--- src/rtl/hilo_pkg.sv ---
// Shared op codes, FSM states and default width for the HI/LO divide unit.
package hilo_pkg;

  localparam int XLEN_DEF = 32;

  localparam logic [1:0] OP_DIV  = 2'd0;
  localparam logic [1:0] OP_DIVU = 2'd1;
  localparam logic [1:0] OP_MTHI = 2'd2;
  localparam logic [1:0] OP_MTLO = 2'd3;

  typedef enum logic [1:0] {
    ST_IDLE = 2'd0,
    ST_RUN  = 2'd1,
    ST_FIX  = 2'd2
  } state_t;

endpackage

--- src/rtl/div_step.sv ---
// One restoring-division iteration: shift {rem,quo} left, trial-subtract the divisor.
module div_step #(
  parameter int XLEN = 32
) (
  input  logic [XLEN-1:0] rem,
  input  logic [XLEN-1:0] quo,
  input  logic [XLEN-1:0] divisor,
  output logic [XLEN-1:0] rem_next,
  output logic [XLEN-1:0] quo_next
);

  logic [XLEN:0] partial;
  logic [XLEN:0] diff;

  // partial stays below 2*divisor, so one extra bit is enough to see the borrow
  always_comb begin
    partial = {rem, quo[XLEN-1]};
    diff    = partial - {1'b0, divisor};
    if (!diff[XLEN]) begin
      rem_next = diff[XLEN-1:0];
      quo_next = {quo[XLEN-2:0], 1'b1};
    end else begin
      rem_next = partial[XLEN-1:0];
      quo_next = {quo[XLEN-2:0], 1'b0};
    end
  end

endmodule

--- src/rtl/hilo_div_unit.sv ---
// Iterative signed/unsigned divider owning the HI/LO register pair.
// Optional DIV_ZERO_FAST_EN: zero-divisor ops skip RUN and pulse div_zero_evt.
module hilo_div_unit
  import hilo_pkg::*;
#(
  parameter int XLEN  = XLEN_DEF,
  parameter int CNT_W = 6
) (
  input  logic            clk,
  input  logic            rst,
  input  logic            op_valid,
  input  logic [1:0]      op_code,
  input  logic [XLEN-1:0] rs_val,
  input  logic [XLEN-1:0] rt_val,
  input  logic            rd_req,
  input  logic            rd_sel,
  output logic [XLEN-1:0] rd_data,
  output logic [XLEN-1:0] hi,
  output logic [XLEN-1:0] lo,
  output logic            busy,
`ifdef DIV_ZERO_FAST_EN
  output logic            div_zero_evt,
`endif
  output logic            stall
);

  state_t          state;
  logic [CNT_W-1:0] cnt;
  logic [XLEN-1:0] rem;
  logic [XLEN-1:0] quo;
  logic [XLEN-1:0] divisor;
  logic [XLEN-1:0] rs_orig;
  logic            sign_q;
  logic            sign_r;
  logic            div_zero;

  logic [XLEN-1:0] rem_next;
  logic [XLEN-1:0] quo_next;
  logic            is_div;
  logic            rs_neg;
  logic            rt_neg;
  logic [XLEN-1:0] rs_mag;
  logic [XLEN-1:0] rt_mag;

  assign is_div = (op_code == OP_DIV);
  assign rs_neg = is_div & rs_val[XLEN-1];
  assign rt_neg = is_div & rt_val[XLEN-1];
  assign rs_mag = rs_neg ? -rs_val : rs_val;
  assign rt_mag = rt_neg ? -rt_val : rt_val;

  assign rd_data = rd_sel ? lo : hi;
  assign stall   = busy & (op_valid | rd_req);

  div_step #(.XLEN(XLEN)) u_step (
    .rem      (rem),
    .quo      (quo),
    .divisor  (divisor),
    .rem_next (rem_next),
    .quo_next (quo_next)
  );

  always_ff @(posedge clk or posedge rst) begin
    if (rst) begin
      state    <= ST_IDLE;
      cnt      <= '0;
      rem      <= '0;
      quo      <= '0;
      divisor  <= '0;
      rs_orig  <= '0;
      sign_q   <= 1'b0;
      sign_r   <= 1'b0;
      div_zero <= 1'b0;
      hi       <= '0;
      lo       <= '0;
      busy     <= 1'b0;
`ifdef DIV_ZERO_FAST_EN
      div_zero_evt <= 1'b0;
`endif
    end else begin
      case (state)
        ST_IDLE: begin
          if (op_valid) begin
            case (op_code)
              OP_MTHI: hi <= rs_val;
              OP_MTLO: lo <= rs_val;
              default: begin
                rem      <= '0;
                quo      <= rs_mag;
                divisor  <= rt_mag;
                rs_orig  <= rs_val;
                sign_q   <= rs_neg ^ rt_neg;
                sign_r   <= rs_neg;
                div_zero <= (rt_val == '0);
                cnt      <= '0;
                busy     <= 1'b1;
`ifdef DIV_ZERO_FAST_EN
                if (rt_val == '0) begin
                  state        <= ST_FIX;
                  div_zero_evt <= 1'b1;
                end else begin
                  state <= ST_RUN;
                end
`else
                state <= ST_RUN;
`endif
              end
            endcase
          end
        end
        ST_RUN: begin
          rem <= rem_next;
          quo <= quo_next;
          cnt <= cnt + 1'b1;
          if (cnt == CNT_W'(XLEN - 1)) state <= ST_FIX;
        end
        ST_FIX: begin
          // Two's-complement fix also yields the DIV overflow result naturally
          if (div_zero) begin
            lo <= '1;
            hi <= rs_orig;
          end else begin
            lo <= sign_q ? -quo : quo;
            hi <= sign_r ? -rem : rem;
          end
          busy  <= 1'b0;
          state <= ST_IDLE;
`ifdef DIV_ZERO_FAST_EN
          div_zero_evt <= 1'b0;
`endif
        end
        default: state <= ST_IDLE;
      endcase
    end
  end

endmodule
--- config.mk ---
export PLATFORM = sky130hd
export DESIGN_NAME = hilo_div_unit
export DESIGN_NICKNAME = d
export VERILOG_FILES = /design/src/rtl/hilo_pkg.sv /design/src/rtl/div_step.sv /design/src/rtl/hilo_div_unit.sv
export SDC_FILE = /design/constraint.sdc
export NUM_CORES = 1
export LEC_CHECK = 0
export CAP_MARGIN = 20
export CELL_PAD_IN_SITES_DETAIL_PLACEMENT = 1
export CELL_PAD_IN_SITES_GLOBAL_PLACEMENT = 1
export CORE_ASPECT_RATIO = 0.9
export CORE_UTILIZATION = 38
export CTS_CLUSTER_DIAMETER = 50
export DETAILED_ROUTE_END_ITERATION = 7
export HOLD_SLACK_MARGIN = 0.05
export PLACE_DENSITY_LB_ADDON = 0.1
export SYNTH_ARGS = -nofsm -noshare
export SYNTH_HDL_FRONTEND = slang
export SYNTH_SLANG_ARGS = --single-unit
--- constraint.sdc ---
create_clock -name clk -period 5.8 [get_ports clk]
set_input_delay 0.58 -clock clk [delete_from_list [all_inputs] [get_ports clk]]
set_output_delay 0.58 -clock clk [all_outputs]
set_load 0.005 [all_outputs]
==> results.sh <==
export IMPL_status="completed"
export IMPL_dieHeight_um=180
export IMPL_multi_input_area_mm2=0.00771
export IMPL_overflow=0
export IMPL_nNetsFinal=1846
export IMPL_period_share_pct=65.4
export IMPL_postCtsSetupBuffers=0
export IMPL_grt_met3_usage_pct=4.59
export IMPL_ant_nets=0
export IMPL_n_antenna_cell=0
export IMPL_grt_max_degree=147
export IMPL_area_growth_pct=23.6
export IMPL_ys_flop_type="dfrtp_1"
export IMPL_synthCells=1623
export IMPL_dp_cells=2161
export IMPL_p_leak_nw=6.84
export IMPL_drive_above_1_share_pct=7.33
export IMPL_worstSetupPathType="flip-flop to flip-flop"
export IMPL_core_area_mm2=0.0344
export IMPL_yosysWarningCount=0
export IMPL_seq_area_frac_synth_pct=38.1
export IMPL_synth_edff_count=0
export IMPL_final_cell_mix="nand2_1, dfrtp_1, clkdlybuf4s50_1"
export IMPL_final_core_util_pct=48.2
export IMPL_hold_depth=2
export IMPL_crit_fanout=10
export IMPL_vdd_drop_max_uv=290
export IMPL_finalSetupTns_ns=0
export IMPL_cts_sinks=204
export IMPL_worstMarginPinSlew_ns=1.06
export IMPL_floorplan_initialDensity_pct=39.0
export IMPL_drt_initial_drc_count=721
export IMPL_syn_nets=1732
export IMPL_drc=0
export IMPL_final_min_clock_period_ns=3.80
export IMPL_vias=12600
export IMPL_cp_end_kind="flip-flop"
export IMPL_rsz0062_at_grt="no"
export IMPL_fp_dieW_um=200
export IMPL_ys_async_sr_fraction_pct=100
export IMPL_viasPerCell=5.66
export IMPL_rr_worst_depth=10
export IMPL_yosys_area_top_type="dfrtp_1"
export IMPL_hold_buffers=0
export IMPL_htree_num_levels=2
export IMPL_use_met1_pct=37.5
export IMPL_slew_viol_final=0
export IMPL_syn_area_per_cell_um2=8.25
export IMPL_fmax_ghz=0.263
export IMPL_wire_per_inst_um=21.2
export IMPL_syn_area_mm2=0.0134
export IMPL_path_clk_slew_ns=0.05
export IMPL_grt_usage_pct=26.7
export IMPL_antenna_found_initial=0
export IMPL_cp_arrival_ns=4.17
export IMPL_top_usage_layer="met2"
export IMPL_cp_start_kind="flip-flop"
export IMPL_cts_root_buf="clkbuf_16"
export IMPL_p_per_area_mw_per_mm2=644
export IMPL_grt_met2_usage_pct=41.8
export IMPL_grt_pass1_vias=13200
export IMPL_clockBufferDepth=3
export IMPL_synthTopCellsByArea="dfrtp_1, nand2_1, o21ai_0"
export IMPL_dieArea_mm2=0.0360
export IMPL_cts_tree="built"
export IMPL_setup_viol=0
export IMPL_finalWirelength_um=47200
export IMPL_rows=64
export IMPL_instances_no_fill=2222
export IMPL_yosys_area_top_type_share_pct=38.1
export IMPL_first_pass_iters=5
export IMPL_clkLatencyLatePin_ns=0.51
export IMPL_hold_viol=0
export IMPL_n_fill_cell=4025
export IMPL_ys_ff_latch=204
export IMPL_grt_pass1_wl_um=75600
export IMPL_ys_types=64
export IMPL_place_congestion=0.871
export IMPL_final_common_cell="nand2_1"
export IMPL_port_buffers=168
export IMPL_fin_skew_ns=0.0170
export IMPL_seq_area_mm2=0.00510
export IMPL_cts_inserted_buffers=34
export IMPL_max_cap_viol_count=0
export IMPL_cts_resized=0
export IMPL_ioPinCount=169
export IMPL_worst_slew_margin_rel_pct=29.2
export IMPL_dp_hpwl_um=33900
export IMPL_hp_class="flip-flop to flip-flop"
export IMPL_required_ns=6.18
[critical path, stage by stage (launching register included)]
cell	delay [ns]
dfrtp_1	0.49
ha_1	0.51
nand2_1	0.15
nor4_1	0.60
and4_1	0.28
a22o_1	0.16
o21ai_1	0.12
mux2i_1	0.20
o21ai_1	0.77
nor2_1	0.11
a221o_1	0.29
[cell usage after synthesis (all sizes together), types with 15 or more instances]
master / number
nand2: 281
dfrtp: 204
o21ai: 203
nor2: 112
clkbuf: 95
a21oi: 86
xnor2: 71
xor2: 70
inv: 51
ha: 37
a22oi: 35
mux2: 34
o22ai: 32
mux2i: 26
nor3: 23
o31ai: 23
o41ai: 20
nor4: 18
a31oi: 17
nand2b: 16
nand3: 15
[power breakdown]
group	internal [mW]	switching [mW]
Sequential	2.13	0.819
Combinational	2.60	3.08
Clock	1.28	0.744
[path summary, 6_finish.rpt]
kind	from	end	slack [ns]
max	rem[15]$_DFFE_PP0P_	rem[18]$_DFFE_PP0P_	2.00
min	rs_orig[19]$_DFFE_PP0P_	rs_orig[19]$_DFFE_PP0P_	0.47
max reg2reg	rem[15]$_DFFE_PP0P_	rem[18]$_DFFE_PP0P_	2.00
min reg2reg	rs_orig[19]$_DFFE_PP0P_	rs_orig[19]$_DFFE_PP0P_	0.47
max in group asynchronous	rst	lo[10]$_DFFE_PP0P_	4.45
min in group asynchronous	rst	rem[14]$_DFFE_PP0P_	0.65
[metal layers]
metal | vias to the layer above | routed length (um)
met5 | - | 0
met4 | 0 | 1280
met3 | 70 | 2630
met2 | 307 | 21200
met1 | 6243 | 22100
li1 | 5957 | -
[state kept, by name (all words and copies together), names as in the netlist]
signal / flops
divisor: 32
hi: 32
lo: 32
quo: 32
rem: 32
rs_orig: 32
cnt: 6
state: 2
busy: 1
div_zero: 1
sign_q: 1
sign_r: 1
[layout make-up]
| type | instances | share of cell area (%) |
|---|---|---|
| clock buffer | 43 | 5.65 |
| clock inverter | 16 | 1.08 |
| tap | 462 | 3.49 |
| timing repair buffer | 187 | 11.2 |
| inverter | 51 | 1.18 |
| multi-input combinational | 1259 | 46.6 |
| sequential | 204 | 30.8 |
[kinds of logic after synthesis]
| family | synth area share, % |
|---|---|
| adder cells (fa/ha/maj) | 3.61 |
| flip-flops | 38.1 |
| AND/OR/NAND/NOR | 18.2 |
| multiplexers | 4.80 |
| buffers and inverters | 4.52 |
| XOR/XNOR | 9.22 |
| AO/OA/AOI/OAI | 21.5 |
[metrics by stage]
step | area, um2 | worst slack (ns) | power [mW] | hold WS [ns]
3_3_place_gp | 15400 | 1.80 | 8.41 | 0.453
6_report | 16600 | 2.00 | 10.7 | 0.472
3_5_place_dp | 15400 | 1.70 | 8.58 | 0.463
4_1_cts | 16500 | 1.69 | 10.7 | 0.476
5_1_grt | 16600 | 1.75 | 11.5 | 0.490
2_1_floorplan | 13400 | 2.58 | 6.43 | 0.437
No activity file was read; power rests on OpenSTA's default activity.
